File: src/rtl/oam_dma.sv
// oam_dma: sprite-attribute DMA engine.
// A CPU write of page P to REG_ADDR halts the CPU and copies bus bytes
// {P,00}..{P,FF} into the OAM RAM, starting at the sampled OAM offset and
// wrapping. Each byte takes one READ cycle and one WRITE cycle.
// Build option: define OAM_DMA_ALIGN_EN to insert one ALIGN cycle after HALT
// when the free-running parity flop is 1 (odd-cycle DMA penalty).
module oam_dma #(
   parameter int          ADDR_WIDTH = 8,
   parameter int          DATA_WIDTH = 8,
   parameter logic [15:0] REG_ADDR   = 16'h4014
) (
   input  logic                  clk,
   input  logic                  rst_n,
   input  logic [15:0]           cpu_addr,
   input  logic [DATA_WIDTH-1:0] cpu_dout,
   input  logic                  cpu_wr,
   input  logic [ADDR_WIDTH-1:0] oam_start,
   input  logic [DATA_WIDTH-1:0] bus_din,
   output logic                  cpu_rdy,
   output logic                  dma_active,
   output logic                  dma_rd,
   output logic [15:0]           dma_addr,
   output logic                  oam_we,
   output logic [ADDR_WIDTH-1:0] oam_addr,
   output logic [DATA_WIDTH-1:0] oam_din
);

`ifdef OAM_DMA_ALIGN_EN
   typedef enum logic [2:0] {IDLE, HALT, ALIGN, READ, WRITE} state_t;
`else
   typedef enum logic [1:0] {IDLE, HALT, READ, WRITE} state_t;
`endif

   state_t                  state_q;
   logic [DATA_WIDTH-1:0]   page_q;
   logic [ADDR_WIDTH-1:0]   base_q;
   logic [ADDR_WIDTH-1:0]   cnt_q;
   logic [ADDR_WIDTH-1:0]   cnt_d;
   logic                    trigger_d;
   logic                    last_d;

   logic                    cpu_rdy_q;
   logic                    dma_active_q;
   logic                    dma_rd_q;
   logic [15:0]             dma_addr_q;
   logic                    oam_we_q;
   logic [ADDR_WIDTH-1:0]   oam_addr_q;

   // Bus read address for a given page and byte index.
   function automatic logic [15:0] rd_addr(input logic [DATA_WIDTH-1:0] pg,
                                           input logic [ADDR_WIDTH-1:0] c);
      return 16'({pg, c});
   endfunction

   assign trigger_d = cpu_wr && (cpu_addr == REG_ADDR);
   assign cnt_d     = cnt_q + 1'b1;
   assign last_d    = (cnt_q == {ADDR_WIDTH{1'b1}});

`ifdef OAM_DMA_ALIGN_EN
   logic parity_q;

   // Free-running parity flop; tracks the CPU's even/odd cycle.
   always_ff @(posedge clk or negedge rst_n) begin
      if (!rst_n) parity_q <= 1'b0;
      else        parity_q <= ~parity_q;
   end
`endif

   // Transfer FSM; outputs are registered together with the state they belong to.
   always_ff @(posedge clk or negedge rst_n) begin
      if (!rst_n) begin
         state_q      <= IDLE;
         page_q       <= '0;
         base_q       <= '0;
         cnt_q        <= '0;
         cpu_rdy_q    <= 1'b1;
         dma_active_q <= 1'b0;
         dma_rd_q     <= 1'b0;
         dma_addr_q   <= '0;
         oam_we_q     <= 1'b0;
         oam_addr_q   <= '0;
      end else begin
         // Strobes and addresses are only non-zero in their own state.
         dma_rd_q   <= 1'b0;
         dma_addr_q <= '0;
         oam_we_q   <= 1'b0;
         oam_addr_q <= '0;
         case (state_q)
            IDLE: begin
               if (trigger_d) begin
                  page_q       <= cpu_dout;
                  base_q       <= oam_start;
                  cnt_q        <= '0;
                  state_q      <= HALT;
                  cpu_rdy_q    <= 1'b0;
                  dma_active_q <= 1'b1;
               end
            end
            HALT: begin
`ifdef OAM_DMA_ALIGN_EN
               if (parity_q) begin
                  state_q <= ALIGN;
               end else begin
                  state_q    <= READ;
                  dma_rd_q   <= 1'b1;
                  dma_addr_q <= rd_addr(page_q, cnt_q);
               end
`else
               state_q    <= READ;
               dma_rd_q   <= 1'b1;
               dma_addr_q <= rd_addr(page_q, cnt_q);
`endif
            end
`ifdef OAM_DMA_ALIGN_EN
            ALIGN: begin
               state_q    <= READ;
               dma_rd_q   <= 1'b1;
               dma_addr_q <= rd_addr(page_q, cnt_q);
            end
`endif
            READ: begin
               state_q    <= WRITE;
               oam_we_q   <= 1'b1;
               oam_addr_q <= base_q + cnt_q;
            end
            WRITE: begin
               if (last_d) begin
                  state_q      <= IDLE;
                  cpu_rdy_q    <= 1'b1;
                  dma_active_q <= 1'b0;
               end else begin
                  cnt_q      <= cnt_d;
                  state_q    <= READ;
                  dma_rd_q   <= 1'b1;
                  dma_addr_q <= rd_addr(page_q, cnt_d);
               end
            end
            default: begin
               state_q      <= IDLE;
               cpu_rdy_q    <= 1'b1;
               dma_active_q <= 1'b0;
            end
         endcase
      end
   end

   assign cpu_rdy    = cpu_rdy_q;
   assign dma_active = dma_active_q;
   assign dma_rd     = dma_rd_q;
   assign dma_addr   = dma_addr_q;
   assign oam_we     = oam_we_q;
   assign oam_addr   = oam_addr_q;
   // Read data from the previous READ cycle flows straight into the RAM.
   assign oam_din    = oam_we_q ? bus_din : '0;

endmodule

File: config.mk
export PLATFORM = sky130hd
export DESIGN_NAME = oam_dma
export DESIGN_NICKNAME = d
export VERILOG_FILES = /design/src/rtl/oam_dma.sv
export SDC_FILE = /design/constraint.sdc
export NUM_CORES = 1
export LEC_CHECK = 0
export CORE_MARGIN = 4
export CORE_UTILIZATION = 50
export DETAILED_ROUTE_END_ITERATION = 7
export GPL_TIMING_DRIVEN = 0
export PLACE_DENSITY = 0.84
export SLEW_MARGIN = 20
export SYNTH_ARGS = -nofsm -noshare
export SYNTH_HDL_FRONTEND = slang
export SYNTH_SLANG_ARGS = --single-unit
File: constraint.sdc
create_clock -name clk -period 4.02 [get_ports clk]
set_input_delay 0.804 -clock clk [delete_from_list [all_inputs] [get_ports clk]]
set_output_delay 0.804 -clock clk [all_outputs]
set_load 0.02 [all_outputs]
# [Yosys cells after proc, flatten, opt, wreduce, memory -nomap -nowiden]
# Cells that the tools add are included.
[op_classes] add_sub_neg=2 multipliers=0 n_div=0 order_cmp=0 eq_ne=8 shift=0 muxes=19 bitwise=0 reduce_logical=6
[op_table] op="8-bit two-way mux" count=4
[op_table] op="16-bit one-hot mux with 2 select lines" count=1
[op_table] op="16-bit by 15-bit == test with 1-bit output (second input constant)" count=1
[op_table] op="16-bit two-way mux" count=1
[op_table] op="8-bit one-hot mux with 2 select lines" count=1
[op_table] op="8-bit by 1-bit adder with 8-bit output (second input constant)" count=1
[op_table] op="8-bit adder" count=1
[op_table] op="8-bit == test (second input constant)" count=1
[op_table] op="2-bit one-hot mux with 4 select lines" count=1
[op_table] op="1-bit two-way mux" count=6
[op_table] op="2-bit inequality test (second input constant)" count=3
[op_table] op="1-bit one-hot mux with 2 select lines" count=3
[op_table] op="3-bit AND reduction" count=2
[op_table] op="2-bit == test (second input constant)" count=2
[op_table] op="2-bit two-way mux" count=2
[op_table] op="2-bit by 1-bit == test with 1-bit output (second input constant)" count=1
[op_table] op="2-bit logical NOT" count=1
[op_table] op="2-bit AND reduction" count=1
[op_table] op="2-bit nonzero test" count=1
[op_table] op="1-bit logical AND" count=1
[totals] ff_bits=54 latch_bits=0 ramBits=0 mem_bits_ro=0 in_bits=43 word_cells=45 n_memories=0

# [Longest topological paths before layout]
# Gate-level depths: netlist of run 1.
[depth] ltp_word=4 ltp_mapped=6 ltp_nobuf=6

# [Least setup slack after synthesis of run 1]
# Ideal clock, no wire load.
[synth_timing] path_type="input to register" from="in cpu_addr[1]" to="reg base_q[2]" arrival_time_ps=2059 setup_slack_ps=1836 stages=5 path_buffers=1 path_cell_list="nor4b_4 > nand4_2 > nor3_4 > buf_12 > mux2_4"
[synth_via] elab_chain_cells=3
[synth_rtl] element="start, declared" line="14" rtl="input logic [15:0] cpu_addr,"
[synth_rtl] element="16-bit by 15-bit == test with 1-bit output" line="55" rtl="assign trigger_d = cpu_wr && (cpu_addr == REG_ADDR);"
[synth_rtl] element="1-bit logical AND" line="55"
[synth_rtl] element="2-bit AND reduction (no line)"
[synth_rtl] element="end signal, assigned" line="92" rtl="base_q <= oam_start;"
[synth_rtl] element="end, declared" line="36" rtl="logic [ADDR_WIDTH-1:0] base_q;"
# Every way passes these cells.
# A chain may end at the register's enable or synchronous reset.

# [Worst setup path after layout of run 1]
[layout_timing] from="in bus_din[2]" to="out oam_din[2]"
[layout_via] elab_chain_cells=1
[layout_rtl] element="start, declared" line="18" rtl="input logic [DATA_WIDTH-1:0] bus_din,"
[layout_rtl] element="8-bit two-way mux" line="154" rtl="assign oam_din = oam_we_q ? bus_din : '0;"
[layout_rtl] element="end, declared" line="25" rtl="output logic [DATA_WIDTH-1:0] oam_din"
# Every way passes these cells.

==> flow_metrics.env, run 1 <==
export IMPL_status="complete, no violations"
export IMPL_power_per_cell_area_nw_per_um2=531
export IMPL_drtIter0Drc=66
export IMPL_ys_top_cells_by_area="dfrtp_1, mux2_4, and2_1"
export IMPL_postCtsSetupRepairBufs=0
export IMPL_die_x_um=80.3
export IMPL_worst_slew_pin_slew_ns=0.650
export IMPL_cts_tree="built"
export IMPL_grt_overflow_total=0
export IMPL_wire_per_inst_um=14.4
export IMPL_netlist_area_leader_share=0.508
export IMPL_worstSetupEndpointType="output port"
export IMPL_finalHoldViolations=0
export IMPL_drtPass1Iterations=4
export IMPL_worst_path_stages=3
export IMPL_grt_pass1_wl_um=9390
export IMPL_ys_seq_elements=54
export IMPL_ios=79
export IMPL_area_growth_pct=36.6
export IMPL_yosys_most_used_dff="dfrtp_1"
export IMPL_cp_slowest_cell="clkdlybuf4s50_1"
export IMPL_min_period_ns=2.79
export IMPL_max_cap_violations=0
export IMPL_drc_errors=0
export IMPL_initial_utilization=0.515
export IMPL_max_stage_delay_ns=0.61
export IMPL_wl_um=5630
export IMPL_htreeDepth=2
export IMPL_yosys_area_top_type="dfrtp_1"
export IMPL_crit_fanout=1
export IMPL_dpl_cell_area_um2=3480
export IMPL_critPathLaunch="bus_din[2]"
export IMPL_antenna_found_initial=0
export IMPL_syn_nets=286
export IMPL_critPathKind="primary input to output port"
export IMPL_syn_area_um2=2610
export IMPL_antenna_cells=0
export IMPL_finalSetupTns_ns=0
export IMPL_holdWs_ns=0.484
export IMPL_first_global_vias=1994
export IMPL_dieArea_um2=6450
export IMPL_irDropWorstVdd_mv=0.270
export IMPL_antenna_left=0
export IMPL_p_leak_nw=1.57
export IMPL_rsz0062_at_grt="no"
export IMPL_skew_ns=0.00799
export IMPL_cp_start_kind="primary input"
export IMPL_rows=26
export IMPL_clockBufferDepth=2
export IMPL_dpl_hpwl_um=4320
export IMPL_synth_distinct_cells=45
export IMPL_io_buffers=78
export IMPL_final_max_slew_viol_count=0
export IMPL_rr_worst_depth=5
export IMPL_min_path_type="register to register"
export IMPL_fmax_mhz=358
export IMPL_track_usage=0.189
export IMPL_timing_critical_path_buf_inv=2
export IMPL_crit_chain="clkdlybuf4s50_1 -> and2_1 -> clkdlybuf4s50_1"
export IMPL_cts_root_buffer="clkbuf_8"
export IMPL_cp_data_arrival_time_ns=1.99
export IMPL_required_ns=3.22
export IMPL_cts_sinks=54
export IMPL_avgSynthCellArea_um2=11.2
export IMPL_crit_family="buffers and inverters"
export IMPL_ys_seq_area_frac=0.518
export IMPL_coreArea_um2=5070
export IMPL_grt_max_degree=55
export IMPL_cts_resized=0
export IMPL_synth_edff_count=0
export IMPL_hold_depth=1
export IMPL_gp_congestion=0.867
export IMPL_drive_above_1_share=0.100
export IMPL_ys_warnings_count=0
export IMPL_cts_hold_buf=0
export IMPL_async_flop_share=1.00
export IMPL_insertion_delay_ns=0.31
export IMPL_nNetsFinal=371
export IMPL_slew_headroom=0.567
export IMPL_synth_cells=234
export IMPL_final_area_um2=3570
export IMPL_hp_start="page_q[7]$_DFFE_PN0P_"
export IMPL_clkTransAtPathRegs_ns=0.09
export IMPL_rr_startpoint="cnt_q[1]$_DFFE_PN0P_"
export IMPL_die_h_um=80.3
export IMPL_crit_top_cell="clkdlybuf4s50_1"
export IMPL_viasPerCell=5.19
export IMPL_cts_buffers=5
export IMPL_period_share=0.695
export IMPL_setup_violations=0
export IMPL_dr_total_vias=2026
-- cells in the final DEF, fill, tap and decap left out, types with 8 or more instances in the layout --
cell / count
a21oi_1: 8
and2_1: 22
clkdlybuf4s50_1: 77
dfrtp_1: 53
ha_1: 8
mux2_4: 12
nand2_1: 23
nand3_1: 10
nor2_1: 14
o21ai_0: 11
-- final cells by class --
cell class              count  area, µm²
well taps                  70       87.6
repair buffers             78        778
clock inverters             3       21.3
multi-input cells         166       1180
clock buffers               5       68.8
fillers                   411       1510
flip-flops and latches     54       1350
inverters                   4       15.0
plain buffers              10       61.3
-- power by group --
part	switching, mW	internal (mW)	total [mW]
Combinational	0.480	0.369	0.849
Clock	0.174	0.123	0.296
Sequential	0.0877	0.662	0.750
-- synthesized netlist by cell type (3+ instances only) --
cell type and count:
o21ai_0 11, and2_1 22, dfrtp_1 53, or3_1 3
ha_1 8, inv_1 4, xor2_1 5, nand4_1 3
nor3_1 4, mux2_2 4, mux2_4 12, clkbuf_1 7
a21oi_1 8, nand3_1 10, nand2_1 23, nor2_1 14
nor3b_1 3, a31oi_1 3, xnor2_1 3
-- cell families (layout without fill, tap and decap cells) --
kind of cell	Yosys count	in the layout	share of synthesized area
multiplexers	16	16	0.0862
AND/OR/NAND/NOR	96	96	0.206
AO/OA/AOI/OAI	37	37	0.0876
adder cells (fa/ha/maj)	9	9	0.0460
flip-flops	54	54	0.518
buffers and inverters	14	100	0.0292
XOR/XNOR	8	8	0.0268
-- through the flow --
step / instances / total power [mW] / util / worst slack, ns
6_report: 390 / 1.89 / 0.703 / 1.23
5_1_grt: 390 / 2.04 / 0.703 / 1.18
2_1_floorplan: 234 / 1.25 / - / 1.84
4_1_cts: 390 / 1.91 / 0.703 / 1.20
3_3_place_gp: 382 / 1.59 / 0.686 / 0.606
3_5_place_dp: 382 / 1.61 / 0.685 / 1.16
-- state kept, by name, indices dropped and copies added, names as in the netlist, 2 cells and up --
register / flops
dma_addr: 16
state_q: 2
cnt_q: 8
oam_addr: 8
base_q: 8
page_q: 8
-- worst paths after layout --
path | endpoint | slack (ns)
worst max-delay path | oam_din[2] | 1.23
worst min-delay path | dma_addr[15]$_DFF_PN0_ | 0.48
worst max register to register | cnt_q[5]$_DFFE_PN0P_ | 2.02
worst min register to register | dma_addr[15]$_DFF_PN0_ | 0.48
max in group asynchronous | oam_addr[1]$_DFF_PN0_ | 3.06
min in group asynchronous | dma_addr[8]$_DFF_PN0_ | 0.52
-- routing by layer --
metal | routed length, µm | GRT usage
met1 | 2440 | 0.236
met3 | 346 | 0.0460
met4 | 46 | 0.0507
met5 | 0 | 0
met2 | 2800 | 0.326
No activity file was read; power rests on OpenSTA's default activity.
==> run 2, diff against run 1 <==
--- a/config.mk
+++ b/config.mk
@@ -6,10 +6,10 @@
 export NUM_CORES = 1
 export LEC_CHECK = 0
 export CORE_MARGIN = 4
-export CORE_UTILIZATION = 50
+export CORE_UTILIZATION = 47
 export DETAILED_ROUTE_END_ITERATION = 7
 export GPL_TIMING_DRIVEN = 0
-export PLACE_DENSITY = 0.84
+export PLACE_DENSITY = 0.8
 export SLEW_MARGIN = 20
 export SYNTH_ARGS = -nofsm -noshare
 export SYNTH_HDL_FRONTEND = slang
==> constraint.sdc (replaced) <==
create_clock -name clk -period 2.7 [get_ports clk]
set_input_delay 0.54 -clock clk [delete_from_list [all_inputs] [get_ports clk]]
set_output_delay 0.54 -clock clk [all_outputs]
set_load 0.02 [all_outputs]
==> run 2 against run 1 <==
Against the previous run:
- clock-buffer cell count rose by 1
- hold slack got worse by 0.22 ns
- register-to-register slack got worse by 1.4 ns
- worst setup slack got worse by 0.78 ns
- sequential share of layout area fell by 0.11 points
- clock skew fell by 0.0042 ns
- cell count did not move
==> flow_metrics.env, run 2 (synthesis gave the netlist of run 1 again) <==
export IMPL_cts_resized=0
export IMPL_clkTransAtPathRegs_ns=0.09
export IMPL_final_cell_mix="clkdlybuf4s50_1, dfrtp_1, nand2_1"
export IMPL_setup_violations=0
export IMPL_p_seq_frac=0.391
export IMPL_cp_start_kind="primary input"
export IMPL_coreArea_um2=5240
export IMPL_insertion_delay_ns=0.30
export IMPL_dieArea_um2=6820
export IMPL_irDropWorstVdd_mv=0.555
export IMPL_rr_worst_depth=5
export IMPL_gp_congestion=0.852
export IMPL_first_global_vias=1883
export IMPL_max_cap_violations=0
export IMPL_grt_overflow_total=0
export IMPL_finalHoldViolations=0
export IMPL_antenna_left=0
export IMPL_dpl_cell_area_um2=3480
export IMPL_crit_chain="clkdlybuf4s50_1 -> nor4b_4 -> nand4_2 -> nor3_4 -> buf_12 -> mux2_4"
export IMPL_drtIter0Drc=107
export IMPL_area_growth_pct=37.0
export IMPL_crit_family="simple AND/OR/NAND/NOR gates"
export IMPL_rrSetupSlack_ns=0.67
export IMPL_crit_fanout=10
export IMPL_period_share=0.836
export IMPL_rr_startpoint="cnt_q[1]$_DFFE_PN0P_"
export IMPL_worst_path_stages=6
export IMPL_slew_headroom=0.532
export IMPL_skew_ns=0.00375
export IMPL_max_stage_delay_ns=0.45
export IMPL_antenna_found_initial=0
export IMPL_critPathKind="primary input to register"
export IMPL_rsz0062_at_grt="no"
export IMPL_worst_slew_pin_slew_ns=0.702
export IMPL_p_leak_nw=1.57
export IMPL_timing_critical_path_buf_inv=2
export IMPL_crit_path_end="base_q[3]$_DFFE_PN0P_"
export IMPL_cts_hold_buf=0
export IMPL_power_frac_clock=0.165
export IMPL_setup_slack_ns=0.442
export IMPL_p_sw_frac=0.387
export IMPL_wl_um=5620
export IMPL_status="complete, no violations"
export IMPL_final_max_slew_viol_count=0
export IMPL_power_switching_mw=1.10
export IMPL_nNetsFinal=371
export IMPL_track_usage=0.172
export IMPL_worstSetupEndpointType="register"
export IMPL_required_ns=2.90
export IMPL_initial_utilization=0.499
export IMPL_final_common_cell="clkdlybuf4s50_1"
export IMPL_fill_cells=433
export IMPL_drive_above_1_share=0.100
export IMPL_clockBufferDepth=2
export IMPL_cts_sinks=54
export IMPL_cp_data_arrival_time_ns=2.45
export IMPL_grt_pass1_wl_um=8980
export IMPL_drtPass1Iterations=4
export IMPL_largest_register_ffs=16
export IMPL_ios=79
export IMPL_htreeDepth=2
export IMPL_cts_tree="built"
export IMPL_io_buffers=78
export IMPL_final_area_um2=3580
export IMPL_cts_buffers=5
export IMPL_postCtsSetupRepairBufs=0
export IMPL_antenna_cells=0
export IMPL_rows=26
export IMPL_dr_total_vias=2046
export IMPL_viasPerCell=5.25
export IMPL_dpl_hpwl_um=4280
export IMPL_grt_max_degree=55
export IMPL_fmax_mhz=443
export IMPL_die_h_um=82.6
export IMPL_critPathLaunch="cpu_addr[1]"
export IMPL_power_per_cell_area_nw_per_um2=796
export IMPL_drc_errors=0
export IMPL_wire_per_inst_um=14.4
export IMPL_cts_root_buffer="clkbuf_8"
export IMPL_r2r_end="cnt_q[0]$_DFFE_PN0P_"
export IMPL_min_period_ns=2.26
export IMPL_cp_slowest_cell="nor3_4"
export IMPL_p_int_mw=1.75
export IMPL_power_frac_comb=0.443
export IMPL_dp_slack_ns=0.0901
export IMPL_min_path_type="primary input to asynchronous set/reset pin"
export IMPL_die_x_um=82.6
[run 2: cell types whose count changed in the layout (fill, tap and decap cells not counted), sizes merged]
cell      delta
clkbuf       +1
clkinvlp     -1
[run 2: layout make-up]
cell class / count / area [µm²] / area share
Buffer: 10 / 61.3 / 0.0171
Tap cell: 70 / 87.6 / 0.0245
Multi-Input combinational cell: 166 / 1180 / 0.331
Sequential cell: 54 / 1350 / 0.378
Clock inverter: 2 / 17.5 / 0.00490
Inverter: 4 / 15.0 / 0.00420
Clock buffer: 6 / 82.6 / 0.0231
Timing Repair Buffer: 78 / 778 / 0.217
[run 2: how the worst min path moves through the flow]
stage,end,slack [ns],depth (start not counted)
floorplan,base_q[0]$_DFFE_PN0P_,0.24,0
global placement,dma_addr[10]$_DFF_PN0_,0.46,1
detailed placement,dma_addr[15]$_DFF_PN0_,0.47,1
CTS,dma_active$_DFFE_PN0P_,0.28,1
global route,dma_active$_DFFE_PN0P_,0.31,1
finish,dma_active$_DFFE_PN0P_,0.26,1
[run 2: power groups by stage]
stage | registers, mW | logic (mW) | clock network [mW]
after detailed placement | 1.13 | 1.26 | 0
after global placement | 1.13 | 1.24 | 0
after floorplan | 1.24 | 0.628 | 0
after global routing | 1.14 | 1.39 | 0.525
final | 1.11 | 1.26 | 0.471
after CTS | 1.12 | 1.27 | 0.485
[run 2: metrics by stage]
step	TNS [ns]	util	cells	hold slack, ns	total power, mW
6_report	0	0.683	390	0.264	2.85
5_1_grt	0	0.683	390	0.306	3.06
4_1_cts	0	0.683	390	0.281	2.87
3_5_place_dp	0	0.664	382	0.469	2.39
3_3_place_gp	-24.48	0.665	382	0.460	2.37
2_1_floorplan	0	-	234	0.244	1.86
[run 2: per-layer routing]
metal	vias up	routed length (µm)	track usage
met5	-	0	0
met4	0	51	0.0343
met3	7	504	0.0423
met2	83	2690	0.293
met1	967	2370	0.224
li1	989	-	-
==> run 3, diff against run 2 <==
==> constraint.sdc (replaced) <==
create_clock -name clk -period 2.3 [get_ports clk]
set_input_delay 0.46 -clock clk [delete_from_list [all_inputs] [get_ports clk]]
set_output_delay 0.46 -clock clk [all_outputs]
set_load 0.02 [all_outputs]
==> results of run 3 <==
Same layout as run 2 (identical final DEF). Status: complete, no violations.
Among the figures that moved: setup slack after placement 0.0901 ns -> -0.230 ns; setup slack after layout 0.442 ns -> 0.122 ns; hold slack 0.264 ns -> 0.184 ns; register-to-register setup slack 0.67 ns -> 0.27 ns; total power 2.85 mW -> 3.34 mW; worst IR drop on VDD 0.555 mV -> 0.651 mV
